[src/rtl/platform_lander_pkg.sv]
// rtl/platform_lander_pkg.sv - shared state encodings and screen constants for the platform lander
package platform_lander_pkg;

  typedef enum logic [2:0] {
    ST_IDLE  = 3'd0,
    ST_STAND = 3'd1,
    ST_JUMP  = 3'd2,
    ST_FALL  = 3'd3,
    ST_DEAD  = 3'd4
  } state_e;

  // Vertical geometry (pixel rows, 10-bit screen coordinates)
  localparam logic [9:0]  PLAT_ROW    = 10'd400;
  localparam logic [9:0]  BUG_H       = 10'd16;
  localparam logic [9:0]  START_ROW   = PLAT_ROW - BUG_H;
  localparam logic [9:0]  FLOOR_ROW   = 10'd472;
  localparam logic [9:0]  STEP        = 10'd2;

  // Horizontal geometry, widened to the 16-bit span arithmetic
  localparam logic [15:0] BUG_W       = 16'd16;
  localparam logic [15:0] MIN_W       = 16'd64;

  localparam logic [4:0]  JUMP_FRAMES = 5'd24;

endpackage

[src/rtl/platform_span.sv]
// rtl/platform_span.sv - per-frame platform extent snapshot and bug/platform overlap test
module platform_span
  import platform_lander_pkg::*;
(
  input  logic        clk,
  input  logic        reset,
  input  logic        Frame,
  input  logic [14:0] Hupper,
  input  logic [5:0]  rand_lo,
  input  logic [9:0]  bugH,
  output logic [15:0] left,
  output logic [15:0] right,
  output logic        overlap
);

  logic [15:0] left_q, left_d;
  logic [15:0] right_q, right_d;
  logic [15:0] bug_lo, bug_hi;

  // Capture the platform's left and right edges on the frame pulse; 16 bits so the sum never wraps
  always_comb begin
    left_d  = left_q;
    right_d = right_q;
    if (Frame) begin
      left_d  = {1'b0, Hupper};
      right_d = {1'b0, Hupper} + MIN_W + {10'd0, rand_lo} - 16'd1;
    end
  end

  // Snapshot registers
  always_ff @(posedge clk or posedge reset) begin
    if (reset) begin
      left_q  <= 16'd0;
      right_q <= 16'd0;
    end else begin
      left_q  <= left_d;
      right_q <= right_d;
    end
  end

  // Bug's horizontal extent intersects the snapshotted platform span
  always_comb begin
    bug_lo  = {6'd0, bugH};
    bug_hi  = bug_lo + BUG_W - 16'd1;
    overlap = (bug_hi >= left_q) && (bug_lo <= right_q);
  end

  assign left  = left_q;
  assign right = right_q;

endmodule

[src/rtl/platform_lander.sv]
// rtl/platform_lander.sv - bug vertical-motion FSM: stand, jump, fall, land or die
module platform_lander
  import platform_lander_pkg::*;
(
  input  logic        clk,
  input  logic        reset,
  input  logic        Frame,
  input  logic        start,
  input  logic        jump,
  input  logic [9:0]  bugH,
  input  logic [14:0] Hupper,
  input  logic [14:0] rand_val,
  output logic        platformDW,
  output logic [9:0]  bugV,
  output logic        onPlatform,
  output logic        falling,
  output logic        dead
);

  state_e      state_q, state_d;
  logic [9:0]  bugv_q, bugv_d;
  logic [4:0]  jcnt_q, jcnt_d;
  logic        tick_q, tick_d;
  logic [9:0]  bugv_up, bugv_dn;
  logic        overlap;
  logic [15:0] span_left, span_right;
  logic        unused_bits;

  platform_span u_span (
    .clk     (clk),
    .reset   (reset),
    .Frame   (Frame),
    .Hupper  (Hupper),
    .rand_lo (rand_val[5:0]),
    .bugH    (bugH),
    .left    (span_left),
    .right   (span_right),
    .overlap (overlap)
  );

  assign unused_bits = ^{rand_val[14:6], span_left, span_right};

  // Next-state and motion: physics advances only on tick, start acts on any cycle
  always_comb begin
    state_d = state_q;
    bugv_d  = bugv_q;
    jcnt_d  = jcnt_q;
    tick_d  = Frame;
    bugv_up = (bugv_q >= STEP) ? (bugv_q - STEP) : 10'd0;
    bugv_dn = bugv_q + STEP;
    case (state_q)
      ST_IDLE, ST_DEAD: begin
        if (start) begin
          state_d = ST_STAND;
          bugv_d  = START_ROW;
          jcnt_d  = 5'd0;
        end
      end
      ST_STAND: begin
        if (tick_q) begin
          if (jump) begin
            state_d = ST_JUMP;
            jcnt_d  = JUMP_FRAMES;
          end else if (!overlap) begin
            state_d = ST_FALL;
          end
        end
      end
      ST_JUMP: begin
        if (tick_q) begin
          bugv_d = bugv_up;
          jcnt_d = jcnt_q - 5'd1;
          if (jcnt_q <= 5'd1) begin
            state_d = ST_FALL;
            jcnt_d  = 5'd0;
          end
        end
      end
      ST_FALL: begin
        if (tick_q) begin
          if (overlap && (bugv_dn >= START_ROW) && (bugv_q <= START_ROW)) begin
            bugv_d  = START_ROW;
            state_d = ST_STAND;
          end else begin
            bugv_d = bugv_dn;
            if (bugv_dn >= FLOOR_ROW) begin
              state_d = ST_DEAD;
            end
          end
        end
      end
      default: state_d = ST_IDLE;
    endcase
  end

  // State, position, jump counter and frame tick registers
  always_ff @(posedge clk or posedge reset) begin
    if (reset) begin
      state_q <= ST_IDLE;
      bugv_q  <= START_ROW;
      jcnt_q  <= 5'd0;
      tick_q  <= 1'b0;
    end else begin
      state_q <= state_d;
      bugv_q  <= bugv_d;
      jcnt_q  <= jcnt_d;
      tick_q  <= tick_d;
    end
  end

  assign bugV       = bugv_q;
  assign onPlatform = (state_q == ST_STAND);
  assign falling    = (state_q == ST_FALL);
  assign dead       = (state_q == ST_DEAD);
  assign platformDW = (state_q == ST_STAND) || (state_q == ST_JUMP) || (state_q == ST_FALL);

endmodule

[config.mk]
export PLATFORM = sky130hd
export DESIGN_NAME = platform_lander
export DESIGN_NICKNAME = d
export VERILOG_FILES = /design/src/rtl/platform_lander_pkg.sv /design/src/rtl/platform_span.sv /design/src/rtl/platform_lander.sv
export SDC_FILE = /design/constraint.sdc
export NUM_CORES = 1
export LEC_CHECK = 0
export BUFFER_PORTS_ARGS = -buffer_cell sky130_fd_sc_hd__buf_4
export CAP_MARGIN = 10
export CORE_UTILIZATION = 55
export DETAILED_ROUTE_END_ITERATION = 7
export HOLD_SLACK_MARGIN = 0.05
export PLACE_DENSITY = 0.77
export REMOVE_ABC_BUFFERS = 1
export SYNTH_ARGS = -nofsm -noshare
export SYNTH_HDL_FRONTEND = slang
export SYNTH_SLANG_ARGS = --single-unit
[constraint.sdc]
create_clock -name clk -period 3.1 [get_ports clk]
set_clock_uncertainty 0.2 [all_clocks]
set_input_delay 0.155 -clock clk [delete_from_list [all_inputs] [get_ports clk]]
set_output_delay 0.155 -clock clk [all_outputs]
set_load 0.01 [all_outputs]
After elaboration in Yosys (flattened, before gate mapping)
Index checks and enable logic that the tools add are counted.
{ "totals": {"output_inout_bits": 14, "ff_bits": 50, "input_bits": 45, "wordCells": 67} }
{ "classes": {"magnitude_cmp": 7, "n_mux": 22, "eq_ne": 12, "reduce_logical": 12, "n_addsub": 8} }
{ "op_table": {"columns": ["cell", "count"], "rows": [
  ["10-bit 2-to-1 mux", 5],
  ["16-bit by 1-bit subtractor with 16-bit output, second input constant", 2],
  ["10-bit one-hot mux with 3 select lines", 1],
  ["3-bit 2-to-1 mux", 9],
  ["5-bit 2-to-1 mux", 5],
  ["10-bit by 9-bit greater-or-equal comparator with 1-bit output, second input constant", 2],
  ["15-bit by 7-bit adder with 16-bit output, second input constant", 1],
  ["16-bit by 6-bit adder with 16-bit output", 1],
  ["16-bit by 15-bit greater-or-equal comparator with 1-bit output", 1],
  ["10-bit by 16-bit less-or-equal comparator with 1-bit output", 1],
  ["5-bit one-hot mux with 3 select lines", 1],
  ["3-bit one-hot mux with 4 select lines", 1],
  ["10-bit by 5-bit adder with 11-bit output, second input constant", 1],
  ["10-bit by 2-bit adder with 10-bit output, second input constant", 1],
  ["10-bit by 2-bit greater-or-equal comparator with 1-bit output, second input constant", 1],
  ["10-bit by 9-bit less-or-equal comparator with 1-bit output, second input constant", 1],
  ["10-bit by 2-bit subtractor with 10-bit output, second input constant", 1],
  ["2-bit != test, second input constant", 4],
  ["7-bit AND reduction", 1],
  ["3-bit by 2-bit == test with 1-bit output, second input constant", 2],
  ["3-bit nonzero test", 2],
  ["5-bit by 1-bit less-or-equal comparator with 1-bit output, second input constant", 1],
  ["5-bit AND reduction", 1],
  ["5-bit by 1-bit subtractor with 5-bit output, second input constant", 1],
  ["10 further kinds", 14]
]} }

Depth between registers and ports, before layout
{ "logic_depth": {"depth_word": 9, "ltp_mapped": 15} }

Modules after synthesis
Synthesis repeated with hierarchy kept, for this count alone.
{ "hier_totals": {"hier_cells": 479, "hier_area_um2": 3986.3} }
{ "modules_own_cells": {"columns": ["module", "n_inst", "cells_each", "area_each_um2"], "rows": [
  ["platform_span", 1, 281, 2407.3],
  ["platform_lander", 1, 198, 1579.0]
]} }

Worst setup path after synthesis
Ideal clock, no wire load.
{ "synth_timing": {"path_kind": "input-to-reg", "startpoint": "in bugH[4]", "endpoint": "reg bugv_q[3], in the netlist bugV[3]", "setup_time_ns": 0.082, "path_buffers": 1, "stages": 14, "arrival_time_ns": 2.965, "path_slack_ns": -0.148, "required_ns": 2.818, "cell_sequence": "ha_1 xor2_1 nor4b_4 mux2i_1 xor2_1 ha_1 a21oi_1 o21ai_0 a211o_1 o32a_1 a21oi_2 buf_6 nand3_1 a22oi_2"} }
{ "synth_via": {"elab_chain_cells": 9, "elab_cells_between_ends": 10, "cone_classes": "add/sub (2); order compare (2); mux (3); reduce/logical (3)"} }
{ "synth_rtl": {"columns": ["item", "line", "source"], "rows": [
  ["from (decl)", "platform_lander.sv:10", "input logic [9:0] bugH,"],
  ["10-bit by 5-bit adder with 11-bit output", "platform_span.sv:44", "bug_hi = bug_lo + BUG_W - 16'd1;"],
  ["16-bit by 1-bit subtractor with 16-bit output", "platform_span.sv:44", null],
  ["16-bit by 15-bit greater-or-equal comparator with 1-bit output", "platform_span.sv:45", "overlap = (bug_hi >= left_q) && (bug_lo <= right_q);"],
  ["1-bit logical AND (*)", "platform_span.sv:45", null],
  ["1-bit logical AND (*) (2 in a row)", "platform_lander.sv:81", "if (overlap && (bugv_dn >= START_ROW) && (bugv_q <= START_ROW)) begin"],
  ["10-bit 2-to-1 mux (*)", "platform_lander.sv:81", null],
  ["10-bit 2-to-1 mux (*)", "platform_lander.sv:80", "if (tick_q) begin"],
  ["10-bit one-hot mux with 3 select lines (*)", "platform_lander.sv:51", "case (state_q)"],
  ["to (signal assigned)", "platform_lander.sv:105", "bugv_q <= bugv_d;"],
  ["to (decl)", "platform_lander.sv:21", "logic [9:0] bugv_q, bugv_d;"]
]} }
Mark *: on every way between the ends. The rest lies on a longest branch, timed or not. The select of a mux whose other input is x is not followed.
A chain may end at the register's enable or synchronous reset.

Final worst setup path
{ "layout_timing": {"startpoint": "in bugH[0]", "endpoint": "reg bugv_q[5], in the netlist bugV[5]"} }
The elaborated chain is that of the path after synthesis.

==> impl_metrics.tcl <==
set metrics [dict create \
    worst_pin_slew_ps 840.7 \
    ant_nets 0 \
    clk_latency_ps 310 \
    die_y_um 87.42 \
    avgSynthCellArea_um2 8.189 \
    wl_met1_um 4417 \
    synth_flop_cell "dfrtp_1" \
    met3WireLength_um 422 \
    fillers 514 \
    port_buffers 48 \
    yosys-top-cells-area "dfrtp_1, ha_1, inv_1" \
    synth.distinct_cells 66 \
    cts.path.max_buffers 2 \
    rows 30 \
    dieArea_mm2 0.007641 \
    place_inst 651 \
    diodes 0 \
    avgViaCountPerCell 5.689 \
    hp-class "in -> async" \
    rr_worst_depth 10 \
    timing.hold.ws_ps 114.6 \
    core_mm2 0.006907 \
    drive_gt1_frac 0.2256 \
    critPathMaxFanout 6 \
    critPathLaunchType "input pin" \
    drv_slew 0 \
    areaGrowthSynthToFinish_pct 28.78 \
    grt_max_degree 60 \
    synth_seq_cells 49 \
    dr.pass1.iters 5 \
    initial_core_util 0.5810 \
    setup_viol 8 \
    critPathCaptureType "register" \
    critPathSlowestCell "or3b_4" \
    yosysSeqAreaShare 0.3062 \
    gr-total-overflow 0 \
    cts_tree "done" \
    nNetsFinal 674 \
    status "complete, but fails checks" \
    yosysTopAreaCell "dfrtp_1" \
    top_layer "met4" \
    vias 3874 \
    synth_edf_count 0 \
    worstPathCellList "buf_4 -> inv_1 -> ha_2 -> or3b_4 -> nor3_4 -> xnor2_1 -> ha_1 -> nand2_1 -> buf_4 -> nor2_1 -> a211o_1 -> o32a_1 -> a21oi_2 -> buf_6 -> a221oi_2 -> a21oi_1" \
    reg2reg_from "bugV[2]" \
    clk_pin_slew_worst_paths_ps 100 \
    wl_met2_um 5334 \
    cpMostUsedCell "buf_4" \
    synth_cells 490 \
    cts_sinks 49 \
    root_buffer "clkbuf_8" \
    worstSetupPathType "in -> reg" \
    grt_first_pass_wirelength_um 16460 \
    power_density_mw_per_mm2 557.2 \
    wl_per_cell_um 15.26 \
    globalRouteTotalUtil 0.2715 \
    fin_crit_ps 3170 \
    pre_cts_ws_ps -485.9 \
    cap_viol_max_count 0 \
    synthArstFlopShare 1.000 \
    layout_setup_ws_ps -70.15 \
    max_slew_margin 0.4395 \
    arrival_ps 3190 \
    hold_violations 0 \
    rrSetupSlack_ps 180 \
    fp.dieW_um 87.42 \
    drt_first_iter_violations 237 \
    finalCritPeriodShare 1.023 \
    drt_wl_total_um 10390 \
    rsz0062_at_grt "yes" \
    cts_max_level 2 \
    yosysTopAreaCellShare 0.2931 \
    max-vdd-ir-drop_uv 524.6 \
    synth_area_mm2 0.004013 \
    routabilityCongestion 0.9316 \
    final_cells 681 \
    drc 0 \
    max_freq_mhz 315.4 \
    hpwl_um 7359 \
    grt_pass1_vias 3714 \
    violations "setup timing" \
    grt_antenna_before_repair 0 \
    ys_warn_count 0 \
    rr_endpoint "bugV[6]" \
    ios 59 \
    critical_path.max_stage_delay_ps 420 \
    crit_required_ps 3120 \
    p_leak_nw 2.494 \
    cts_buffers 5 \
]
## worst max path at each step
stage | startpoint | end | cells after the start
after CTS | bugH[4] | bugV[5] | 16
final | bugH[0] | bugV[5] | 16
after global routing | bugH[0] | bugV[3] | 16
after floorplan | bugH[4] | bugV[3] | 13
after global placement | bugH[4] | bugV[3] | 15
after detailed placement | bugH[4] | bugV[5] | 16
## cells in the final DEF (no fill, tap or decap), drive strengths merged, types with 9 or more instances in the layout
cell type and instances:
xor2 9, buf 88, o21ai 39, nor2 34
nand3 11, nand2 42, xnor2 15, dfrtp 47
nor3 17, ha 44, a21oi 38, inv 70
dlygate4sd3 18
## synthesized netlist by cell type (all sizes together) (3+ instances only)
library cell,n
a21o,6
dfrtp,47
nor2,34
inv,70
ha,44
and2,4
nor4b,3
nor4,4
a211o,3
a31oi,6
a221oi,3
and3,5
or3b,3
nor3,17
nand2,42
nor3b,4
a211oi,5
nand3,11
clkbuf,13
o21ai,39
nand3b,3
xor2,9
mux2i,6
xnor2,15
nand4,4
o31ai,3
nor2b,5
nand2b,4
a21oi,38
buf,6
o2111ai,3
## per-layer routing
layer	up-vias	track usage
li1	1890	-
met1	1843	0.3361
met2	117	0.4986
met3	24	0.03033
met4	0	0.07004
met5	-	0
## per-stage QoR
step	power, mW	instance area [um^2]	TNS, ps	util
final	2.879	5167	-364.9	0.7482
after detailed placement	2.367	4677	-3469	0.6772
after CTS	2.829	5061	0	0.7328
after global placement	2.307	4677	-2605	0.6772
after floorplan	1.851	3926	-1741	-
after global routing	3.092	5167	-1268	0.7482
## layout make-up
type                            instances  area (um^2)  share of cell area
Sequential cell                        49         1229              0.2378
Tap cell                               96        120.1             0.02324
Inverter                               70        262.8             0.05085
Clock buffer                            8        90.09             0.01743
Timing Repair Buffer                  106        875.8              0.1695
Multi-Input combinational cell        352         2590              0.5012
## logic make-up (layout without fill, tap and decap cells)
group	after synthesis	after routing	synth area share
muxes	7	7	0.01777
adders and majority gates	45	45	0.1422
buffers and inverters	89	184	0.08700
DFF	49	49	0.3062
other	1	1	0.0009346
and+or+nand+nor	148	148	0.1874
xor gates and xnor gates	24	24	0.05239
AOI/OAI and AO/OA	127	127	0.2061
## power breakdown
part / switching [mW] / internal (mW) / leakage [nW]
sequential: 0.198 / 0.793 / 0.593
clock: 0.218 / 0.183 / 0.0455
combinational: 0.839 / 0.648 / 1.86
## what timing repair did
action                                 in CTS  in global routing
pin swaps                                   9                 21
hold buffers                               18                  0
gates resized for setup                    20                 18
gates cloned                                1                  0
setup endpoints to repair                   8                 11
setup buffers                               2                  0
endpoints found under the hold margin      73                  0
## sequential cells by signal, summed over array words and instances (netlist names)
name / cells
bugV: 9
jcnt_q: 5
state_q: 3
tick_q: 1
u_span.left: 15
u_span.right: 16
## critical path, delay by kind of cell
family,cells,cell delay (ps)
compound gates,5,1130
simple gates,4,800
xor+xnor,1,160
fa+ha+maj,2,450
buf+inv,4,480
(Power assumes the default switching activity.)
